===== config.mk =====
export PLATFORM = sky130hd
export DESIGN_NAME = linear_network_multicast_bp
export DESIGN_NICKNAME = d
export VERILOG_FILES = /design/src/rtl/linear_network_multicast_bp.sv
export SDC_FILE = /design/constraint.sdc
export NUM_CORES = 1
export LEC_CHECK = 0
export BUFFER_PORTS_ARGS = -buffer_cell sky130_fd_sc_hd__buf_2
export CAP_MARGIN = 5
export CORE_MARGIN = 5
export CORE_UTILIZATION = 30
export CTS_CLUSTER_SIZE = 40
export DETAILED_ROUTE_END_ITERATION = 16
export PLACE_DENSITY_LB_ADDON = 0.25
export SLEW_MARGIN = 5
export SYNTH_ARGS = -nofsm -noshare
export SYNTH_HDL_FRONTEND = slang
export SYNTH_SLANG_ARGS = --single-unit

===== constraint.sdc =====
create_clock -name clk -period 8.25 [get_ports clk]
set_clock_uncertainty 0.15 [all_clocks]
set_input_delay 0.825 -clock clk [delete_from_list [all_inputs] [get_ports clk]]
set_output_delay 0.825 -clock clk [all_outputs]
set_load 0.02 [all_outputs]

===== src/rtl/linear_network_multicast_bp.sv =====
// linear_network_multicast_bp
// Linear chain of single-entry stages carrying packets with a per-packet
// multi-hot destination mask. Each stage offers its packet to the local node
// (valid/ready) and forwards it downstream while later destinations remain.
// A stage frees only after both its local and its forward duties are done.
// Ready is combinational back through the chain, so a stage can refill in
// the same cycle it drains. Zero-mask packets are consumed and counted.

module linear_network_multicast_bp #(
    parameter int DATA_WIDTH = 32,
    parameter int NUM_NODE   = 4,
    parameter int CNT_WIDTH  = 16
) (
    input  logic                           clk,
    input  logic                           rst,
    input  logic                           i_en,
    input  logic                           i_valid,
    output logic                           i_ready,
    input  logic [DATA_WIDTH-1:0]          i_data_bus,
    input  logic [NUM_NODE-1:0]            i_dest,
    output logic [NUM_NODE-1:0]            o_valid,
    input  logic [NUM_NODE-1:0]            o_ready,
    output logic [NUM_NODE*DATA_WIDTH-1:0] o_data_bus,
    output logic                           o_busy,
    output logic [CNT_WIDTH-1:0]           o_drop_cnt
);

    // Clear every mask bit below position k; stage k only tracks [NUM_NODE-1:k].
    function automatic logic [NUM_NODE-1:0] keep_from(input logic [NUM_NODE-1:0] m,
                                                      input int k);
        logic [NUM_NODE-1:0] r;
        for (int b = 0; b < NUM_NODE; b++) begin
            r[b] = (b >= k) ? m[b] : 1'b0;
        end
        return r;
    endfunction

    // Increment that sticks at all-ones.
    function automatic logic [CNT_WIDTH-1:0] sat_inc(input logic [CNT_WIDTH-1:0] v);
        return (v == '1) ? v : v + 1'b1;
    endfunction

    // Per-stage state
    logic [NUM_NODE-1:0]   r_v;
    logic [NUM_NODE-1:0]   r_ldone;
    logic [NUM_NODE-1:0]   r_fdone;
    logic [NUM_NODE-1:0]   r_mask [NUM_NODE];
    logic [DATA_WIDTH-1:0] r_data [NUM_NODE];
    logic [CNT_WIDTH-1:0]  r_drop_cnt;

    // Handshake terms
    logic [NUM_NODE-1:0]   w_lpend;
    logic [NUM_NODE-1:0]   w_lfire;
    logic [NUM_NODE-1:0]   w_fpend;
    logic [NUM_NODE-1:0]   w_ffire;
    logic [NUM_NODE-1:0]   w_acc;
    logic                  w_acc_nxt;

    // Stage load sources
    logic [NUM_NODE-1:0]   w_load;
    logic [DATA_WIDTH-1:0] w_ldata [NUM_NODE];
    logic [NUM_NODE-1:0]   w_lmask [NUM_NODE];

    // Input side
    logic                  w_dest_zero;
    logic                  w_hs;
    logic                  w_drop;

    // Local and forward pending terms for every stage.
    always_comb begin
        w_lpend = '0;
        w_lfire = '0;
        w_fpend = '0;
        for (int k = 0; k < NUM_NODE; k++) begin
            w_lpend[k] = r_v[k] & r_mask[k][k] & ~r_ldone[k];
            w_lfire[k] = i_en & w_lpend[k] & o_ready[k];
            if (k < NUM_NODE - 1) begin
                w_fpend[k] = r_v[k] & (|keep_from(r_mask[k], k + 1)) & ~r_fdone[k];
            end
        end
    end

    // Ready ripples from the last stage toward the head: a stage accepts when
    // it is empty or when all its pending duties complete this cycle.
    always_comb begin
        w_acc     = '0;
        w_ffire   = '0;
        w_acc_nxt = 1'b0;
        for (int k = NUM_NODE - 1; k >= 0; k--) begin
            w_ffire[k] = i_en & w_fpend[k] & w_acc_nxt;
            w_acc[k]   = i_en & (~r_v[k] |
                                 ((~w_lpend[k] | w_lfire[k]) & (~w_fpend[k] | w_ffire[k])));
            w_acc_nxt  = w_acc[k];
        end
    end

    // Input handshake: zero-mask packets never need stage 0, so they bypass it.
    always_comb begin
        w_dest_zero = (i_dest == '0);
        i_ready     = ~rst & i_en & (w_dest_zero | w_acc[0]);
        w_hs        = i_valid & i_ready;
        w_drop      = w_hs & w_dest_zero;
    end

    // Stage 0 loads from the input port; stage k loads from stage k-1 on forward.
    for (genvar g = 0; g < NUM_NODE; g++) begin : g_src
        if (g == 0) begin : g_head
            assign w_load[g]  = w_hs & ~w_dest_zero;
            assign w_ldata[g] = i_data_bus;
            assign w_lmask[g] = i_dest;
        end else begin : g_body
            assign w_load[g]  = w_ffire[g-1];
            assign w_ldata[g] = r_data[g-1];
            assign w_lmask[g] = keep_from(r_mask[g-1], g);
        end
    end

    // Stage control: load, free, or record partial completion.
    always_ff @(posedge clk) begin
        if (rst) begin
            r_v     <= '0;
            r_ldone <= '0;
            r_fdone <= '0;
            for (int k = 0; k < NUM_NODE; k++) begin
                r_mask[k] <= '0;
            end
        end else if (i_en) begin
            for (int k = 0; k < NUM_NODE; k++) begin
                if (w_load[k]) begin
                    r_v[k]     <= 1'b1;
                    r_ldone[k] <= 1'b0;
                    r_fdone[k] <= 1'b0;
                    r_mask[k]  <= w_lmask[k];
                end else if (w_acc[k]) begin
                    r_v[k]     <= 1'b0;
                    r_ldone[k] <= 1'b0;
                    r_fdone[k] <= 1'b0;
                end else begin
                    if (w_lfire[k]) r_ldone[k] <= 1'b1;
                    if (w_ffire[k]) r_fdone[k] <= 1'b1;
                end
            end
        end
    end

    // Payload registers; never observed unless the stage is valid, so no reset.
    always_ff @(posedge clk) begin
        for (int k = 0; k < NUM_NODE; k++) begin
            if (i_en && w_load[k]) begin
                r_data[k] <= w_ldata[k];
            end
        end
    end

    // Saturating count of consumed zero-mask packets.
    always_ff @(posedge clk) begin
        if (rst) begin
            r_drop_cnt <= '0;
        end else if (w_drop) begin
            r_drop_cnt <= sat_inc(r_drop_cnt);
        end
    end

    // Local offers; payload slices read zero when not offered.
    always_comb begin
        o_valid    = '0;
        o_data_bus = '0;
        for (int k = 0; k < NUM_NODE; k++) begin
            o_valid[k] = i_en & w_lpend[k];
            o_data_bus[k*DATA_WIDTH +: DATA_WIDTH] = o_valid[k] ? r_data[k] : '0;
        end
    end

    assign o_busy     = |r_v;
    assign o_drop_cnt = r_drop_cnt;

endmodule


* Word-level counts from Yosys, hierarchy flattened
Memory sizes are Yosys's and may differ from the RTL's. Cells that the tools add are included. W data, S select, Z words.
Cells by class: reduce and logical (&&, ||, !) cells 31, mux-type cells 63, equality and inequality tests 1, bitwise logic cells 77, add/sub/neg operators 1
Operator list (count):
- $mux W32 | 4
- $mux W1 | 55
- $and A1 B1 Y1 | 40
- $reduce_and A2 Y1 | 12
- $not A1 Y1 | 21
- $reduce_bool A3 Y1 | 7
- $add A16 B1 Y16 const B | 1
- $eq A16 B16 Y1 const B | 1
- $mux W4 | 4
- $or A1 B1 Y1 | 16
- $reduce_bool A2 Y1 | 4
- $logic_and A1 B1 Y1 | 4
- $logic_not A4 Y1 | 1
- $reduce_or A4 Y1 | 1
- $reduce_or A3 Y1 | 1
- $reduce_or A2 Y1 | 1
Word-level totals: memory bits (writable) 144, logic and storage cells 187, input bits 44, flip-flop bits (word level) 27, output and inout bits 150, memories 2
Memories:
- r_data | depth 4, bits a word 32, read ports 4, clocked after Yosys merged registers in 0, wr ports 4, RTL line 48 | logic [DATA_WIDTH-1:0] r_data [NUM_NODE];
- r_mask | depth 4, bits a word 4, read ports 4, clocked after Yosys merged registers in 0, wr ports 4, RTL line 47 | logic [NUM_NODE-1:0] r_mask [NUM_NODE];

* Longest topological paths before layout
Gate-level depths: netlist of the first run. An unclocked memory read counts as a cell.
depth in word-level cells 32, mapped depth 7, gate-level depth less buffers 6

* Worst setup path after synthesis of the first run
No wires, ideal clock.
path type input-to-reg, start point in i_en, end point mem r_mask[3][3], in the netlist r_mask[0][15], enable pin, required time 7.792 ns, data arrival time 5.217 ns, path slack 2.576 ns, buffers on the path 1, stages on the path 4, library setup time 0.308 ns, path through clkbuf_1 nand2_1 nor4b_1 or2_2
RTL lines:
- start, declared | RTL line 16 | input logic i_en,
- end, declared | RTL line 47

* Worst setup path after layout of the first run
start point in i_en, end point out o_data_bus[73]
On the way: word-level cells in the longest chain between the ends 2
Ends and longest elaborated chain:
- $and A1 B1 Y1 | RTL line 169 | o_valid[k] = i_en & w_lpend[k];
- $mux W32 | RTL line 170 | o_data_bus[k*DATA_WIDTH +: DATA_WIDTH] = o_valid[k] ? r_data[k] : '0;
- end, declared | RTL line 23 | output logic [NUM_NODE*DATA_WIDTH-1:0] o_data_bus,
Every way passes these cells.

==> results of run 1 <==
==> routing by layer <==
| metal | GRT usage | vias to the layer above | share of wire |
|---|---|---|---|
| met5 | 0 | - | 0 |
| met4 | 0.0583 | 0 | 0.029 |
| met3 | 0.0286 | 25 | 0.051 |
| met2 | 0.194 | 117 | 0.46 |
| met1 | 0.171 | 1944 | 0.46 |
| li1 | - | 2032 | - |
==> cell usage in the layout (no fill, tap or decap), drive strengths merged, types with 2 or more instances in the layout <==
cell type,count
buf,198
edfxtp,138
and2,132
dfxtp,27
nor2,20
clkbuf,18
nand2,14
a21oi,13
xnor2,12
nor3b,8
inv,7
nand2b,6
nor3,6
nand3,6
clkinv,5
or4,5
nor2b,4
nor4,4
a211oi,4
clkinvlp,4
or2,3
nand4,3
bufinv,3
nor4b,3
and4b,2
nand3b,2
o21ai,2
or3,2
mux2i,2
==> critical path, stage by stage <==
cell	delay [ps]
buf_2	200
nand2_1	140
nor2_2	800
and2_1	260
buf_2	170
==> final timing paths <==
kind	from	endpoint	slack, ps	cells after the start
hold / removal	r_data[0][18]	r_data[1][18]	290	0
setup reg to reg	r_mask[0][15]	r_mask[0][0]	5480	5
setup / recovery	i_en	o_data_bus[73]	4860	5
hold reg to reg	r_data[0][18]	r_data[1][18]	290	0
==> kinds of logic after synthesis <==
group	count (synthesis)
AO/OA/AOI/OAI	29
XOR/XNOR	12
adder cells (fa/ha/maj)	1
buffers and inverters	26
flip-flops	165
multiplexers	2
AND/OR/NAND/NOR	225
==> final cells by class <==
class	count	area, sq um
flip-flops and latches	165	4680
well taps	275	344
multi-input cells	269	1720
clock inverters	14	176
inverters	5	18.8
fillers	2024	12800
clock buffers	18	429
repair buffers	198	1000
==> power by group <==
| part | internal [mW] | total, mW | switching [mW] |
|---|---|---|---|
| combinational | 0.0157 | 0.0409 | 0.0251 |
| sequential | 0.911 | 0.918 | 0.00750 |
| clock | 0.479 | 0.800 | 0.322 |
==> flip-flops by register name, indices dropped and copies added, names as in the netlist <==
name / count
r_ldone: 4
r_data: 128
r_v: 4
r_mask: 10
r_fdone: 3
o_drop_cnt: 16
==> per-stage QoR <==
step | hold WS, ps | std cells | setup slack [ps] | power, mW
6_report | 289 | 944 | 4860 | 1.76
3_5_place_dp | 277 | 912 | 4730 | 0.978
4_1_cts | 291 | 944 | 4790 | 1.78
2_1_floorplan | 267 | 460 | 2580 | 0.953
5_1_grt | 313 | 944 | 4640 | 1.82
3_3_place_gp | 277 | 912 | 4810 | 0.976
==> run metrics, run 1 <==
largest family of logic cells by synthesized area simple AND/OR/NAND/NOR gates; Tmin final 3390 ps; count leader, synth edfxtp_1; Setup crit end kind output pin; Die Footprint 0.0246 sq mm; critical path arrival 2410 ps; number of global-route vias before repair 4224; fin nets 701; clock buffer depth 2; worst endpoint required time roughly 7300 ps; Initial Util 0.306; status complete, no violations; Sum Neg Setup Slack 0 ps; max-slew violations 0; RSZ-0062 raised after global routing no; Root Buffer clkbuf_16; Synth area leaders edfxtp_1, and2_1, dfxtp_1; hold buffers post-CTS 0; final hold violations 0; area grow syn2layout 29.3%; Die H 157 um; CTS clk-pin slew, worst paths ~60 ps; CTS tree built; period utilization 0.411; simple-gate share of the synthesized area 0.211; compound-gate portion of the synthesized area 0.0292; hpwl dp 12200 um; number of port buffers 193; Startpoint Class input pin; FMAX a little under 300 MHz; gp weighted congestion 0.831; Post-Synth XOR/XNOR Area 0.0162; most instantiated cells after synthesis edfxtp_1, and2_1, dfxtp_1; mux share of post-synthesis cell area 0.00309; Worst-Skew Late Latency just over 400 ps; synthesized cell area 0.00648 sq mm; Syn Area/Cell 14.1 sq um; share of the synthesized area in the top cell type 0.640; number of synthesized register bits 165; layout cells sized above 1 0.360; register area share after synthesis 0.723; total track usage 0.126; DRC viols 0; setup repair bufs after CTS 0; num ports 194; Total Wirelength roughly 16000 um; grt total ovfl 0; routed vias/inst 4.36; # H-tree levels 4; FP Rows 53; Final Cell Area 0.00838 sq mm; crit path kind in -> out; area leader, netlist edfxtp_1; clk sinks ~170; number of synthesized flops with an enable pin 138; Power Density 210 mW/mm^2; VDD IR max 123 uV; DR iter-0 viols 196; slew of the pin with the lowest slew margin about 1100 ps; syn_nets slightly above 500; P_leak 3.44 nW; Die Wd between 150 and 200 um; asr flop ratio synth 0; CTS Buf Count 17; ANT cells 0; largest net degree at the start of global routing 39; Yosys warning count 0; MaxCap Viol Count 0; Final ANT Viol Nets 0; utilization after layout 0.396; max_slew headroom 0.262; first-pass GRT wire length 23800 um; Pre-antenna DRT Iters 4; # resized after CTS 0; Routed wire per std cell 16.6 um; core area between 0.02 and 0.025 sq mm; vias 4118; cell count after synthesis 460; Setup Viol. Count Final 0; Post-Place Cell Area 0.00777 sq mm; antenna violations before repair 0; Worst Hold Class reg -> reg; adder-cell share of the synthesized area 0.00193; maximum fanout along the worst path 34; top_reg_cell synth edfxtp_1; distinct cell type count after synthesis 46
Note: power is estimated with default switching activity, not from simulation.
==> run 2, diff against run 1 <==
- clock period: 8.25 -> 3.1 ns (I/O delays scaled with it)
==> run metrics, run 2 (same netlist as run 1, synthesis figures left out) <==
status complete, no violations; CTS tree built; Final Cell Area 0.00875 sq mm; utilization after layout 0.414; # resized after CTS 0; largest reg by FF count r_data; hold wc startpoint o_ready[0]; overall power 4.71 mW; Setup Viol. Count Final 0; max_slew headroom 0.441; DRC viols 0; commonest non-fill, non-tap cell in the layout buf_2; Tmin final 2560 ps; Routed wire per std cell 16.1 um; core area roughly 0.021 sq mm; Worst-Skew Late Latency 420 ps; CTS Buf Count 17; hold path cells 3; Die Wd ~160 um; num ports 194; grt total ovfl 0; clk sinks 165; critical path arrival 2100 ps; total track usage 0.129; Final ANT Viol Nets 0; max-slew violations 0; FMAX 390 MHz; Total Wirelength between 15000 and 20000 um; Sum Neg Setup Slack 0 ps; Largest register FFs between 100 and 150; ANT cells 0; Pre-antenna DRT Iters 4; # H-tree levels 4; area grow syn2layout 35.1%; largest net degree at the start of global routing 36; WHS ~62 ps; vias between 4000 and 5000; number of global-route vias before repair roughly 4400; FP Rows 53; routed vias/inst around 4.4; Setup crit end kind output pin; Worst Reg-to-Reg Cells 5; hpwl dp 12100 um; Initial Util 0.306; fin nets 739; Post-Place Cell Area 0.00782 sq mm; slew of the pin with the lowest slew margin 837 ps; DR iter-0 viols 199; crit path kind in -> out; maximum fanout along the worst path 6; RSZ-0062 raised after global routing no; clock buffer depth 2; gp weighted congestion 0.822; P_leak 3.63 nW; Worst Setup SP o_ready[2]; Die Footprint approximately 0.025 sq mm; commonest non-fill, non-tap cells in the layout buf_2, edfxtp_1, and2_1, dlygate4sd3_1, dfxtp_1; Worst Hold Class in -> reg; final hold violations 0; Root Buffer clkbuf_16; number of port buffers just under 200; CTS clk-pin slew, worst paths 60 ps; period utilization 0.826; antenna violations before repair 0; worst endpoint required time between 2000 and 3000 ps; MaxCap Viol Count 0; Power Density 539 mW/mm^2; first-pass GRT wire length 24200 um; Worst R2R Start r_mask[0][15]; VDD IR max 364 uV; Startpoint Class input pin; Die H approximately 160 um; layout cells sized above 1 0.351
## run 2: changes by cell type in the layout (fill, tap and decap cells not counted), sizes merged
cell         change
clkinvlp         -2
dlygate4sd3     +33
buf              +5
inv              +2
clkbuf           -1
clkinv           +1
## run 2: layout make-up
class / instances / area (sq um)
clock buffers: 17 / 425
clock inverters: 15 / 178
fillers: 2007 / 12400
inverters: 5 / 18.8
multi-input cells: 269 / 1730
flip-flops and latches: 165 / 4680
well taps: 275 / 344
repair buffers: 236 / 1370
## run 2: layer usage
layer / wire length [um] / GRT usage
met2: 7230 / 0.196
met4: 522 / 0.0711
met3: 913 / 0.0338
met1: 7120 / 0.167
met5: 0 / 0
## run 2: repair_timing
item / CTS / global route
hold buffers: 33 / 0
buffers inserted: 0 / 0
endpoints found under the hold margin: 33 / 0
## run 2: worst paths after layout
path | slack, ps | to
setup / recovery | 540 | i_ready
hold / removal | 60 | r_ldone[0]
setup reg to reg | 730 | r_data[0][18]
hold reg to reg | 290 | r_data[3][8]
## run 2: stage by stage
stage | instances | setup slack, ps
floorplan | 460 | 221
finish | 982 | 538
detailed placement | 917 | 670
CTS | 982 | 554
global placement | 917 | 689
global route | 982 | 391
## run 2: where the power goes
| group | internal, mW | switching (mW) | total (mW) | leakage, nW |
|---|---|---|---|---|
| Sequential | 2.42 | 0.0184 | 2.44 | 1.48 |
| Combinational | 0.0714 | 0.0729 | 0.144 | 1.85 |
| Clock | 1.27 | 0.855 | 2.13 | 0.294 |
| Total | 3.77 | 0.946 | 4.71 | 3.63 |
## run 2: worst max-delay path: stages
cell and delay (ps):
dlygate4sd3_1 530, buf_2 130, nand2b_1 130, o221ai_1 440, a21bo_2 290, a31oi_1 110
buf_2 170
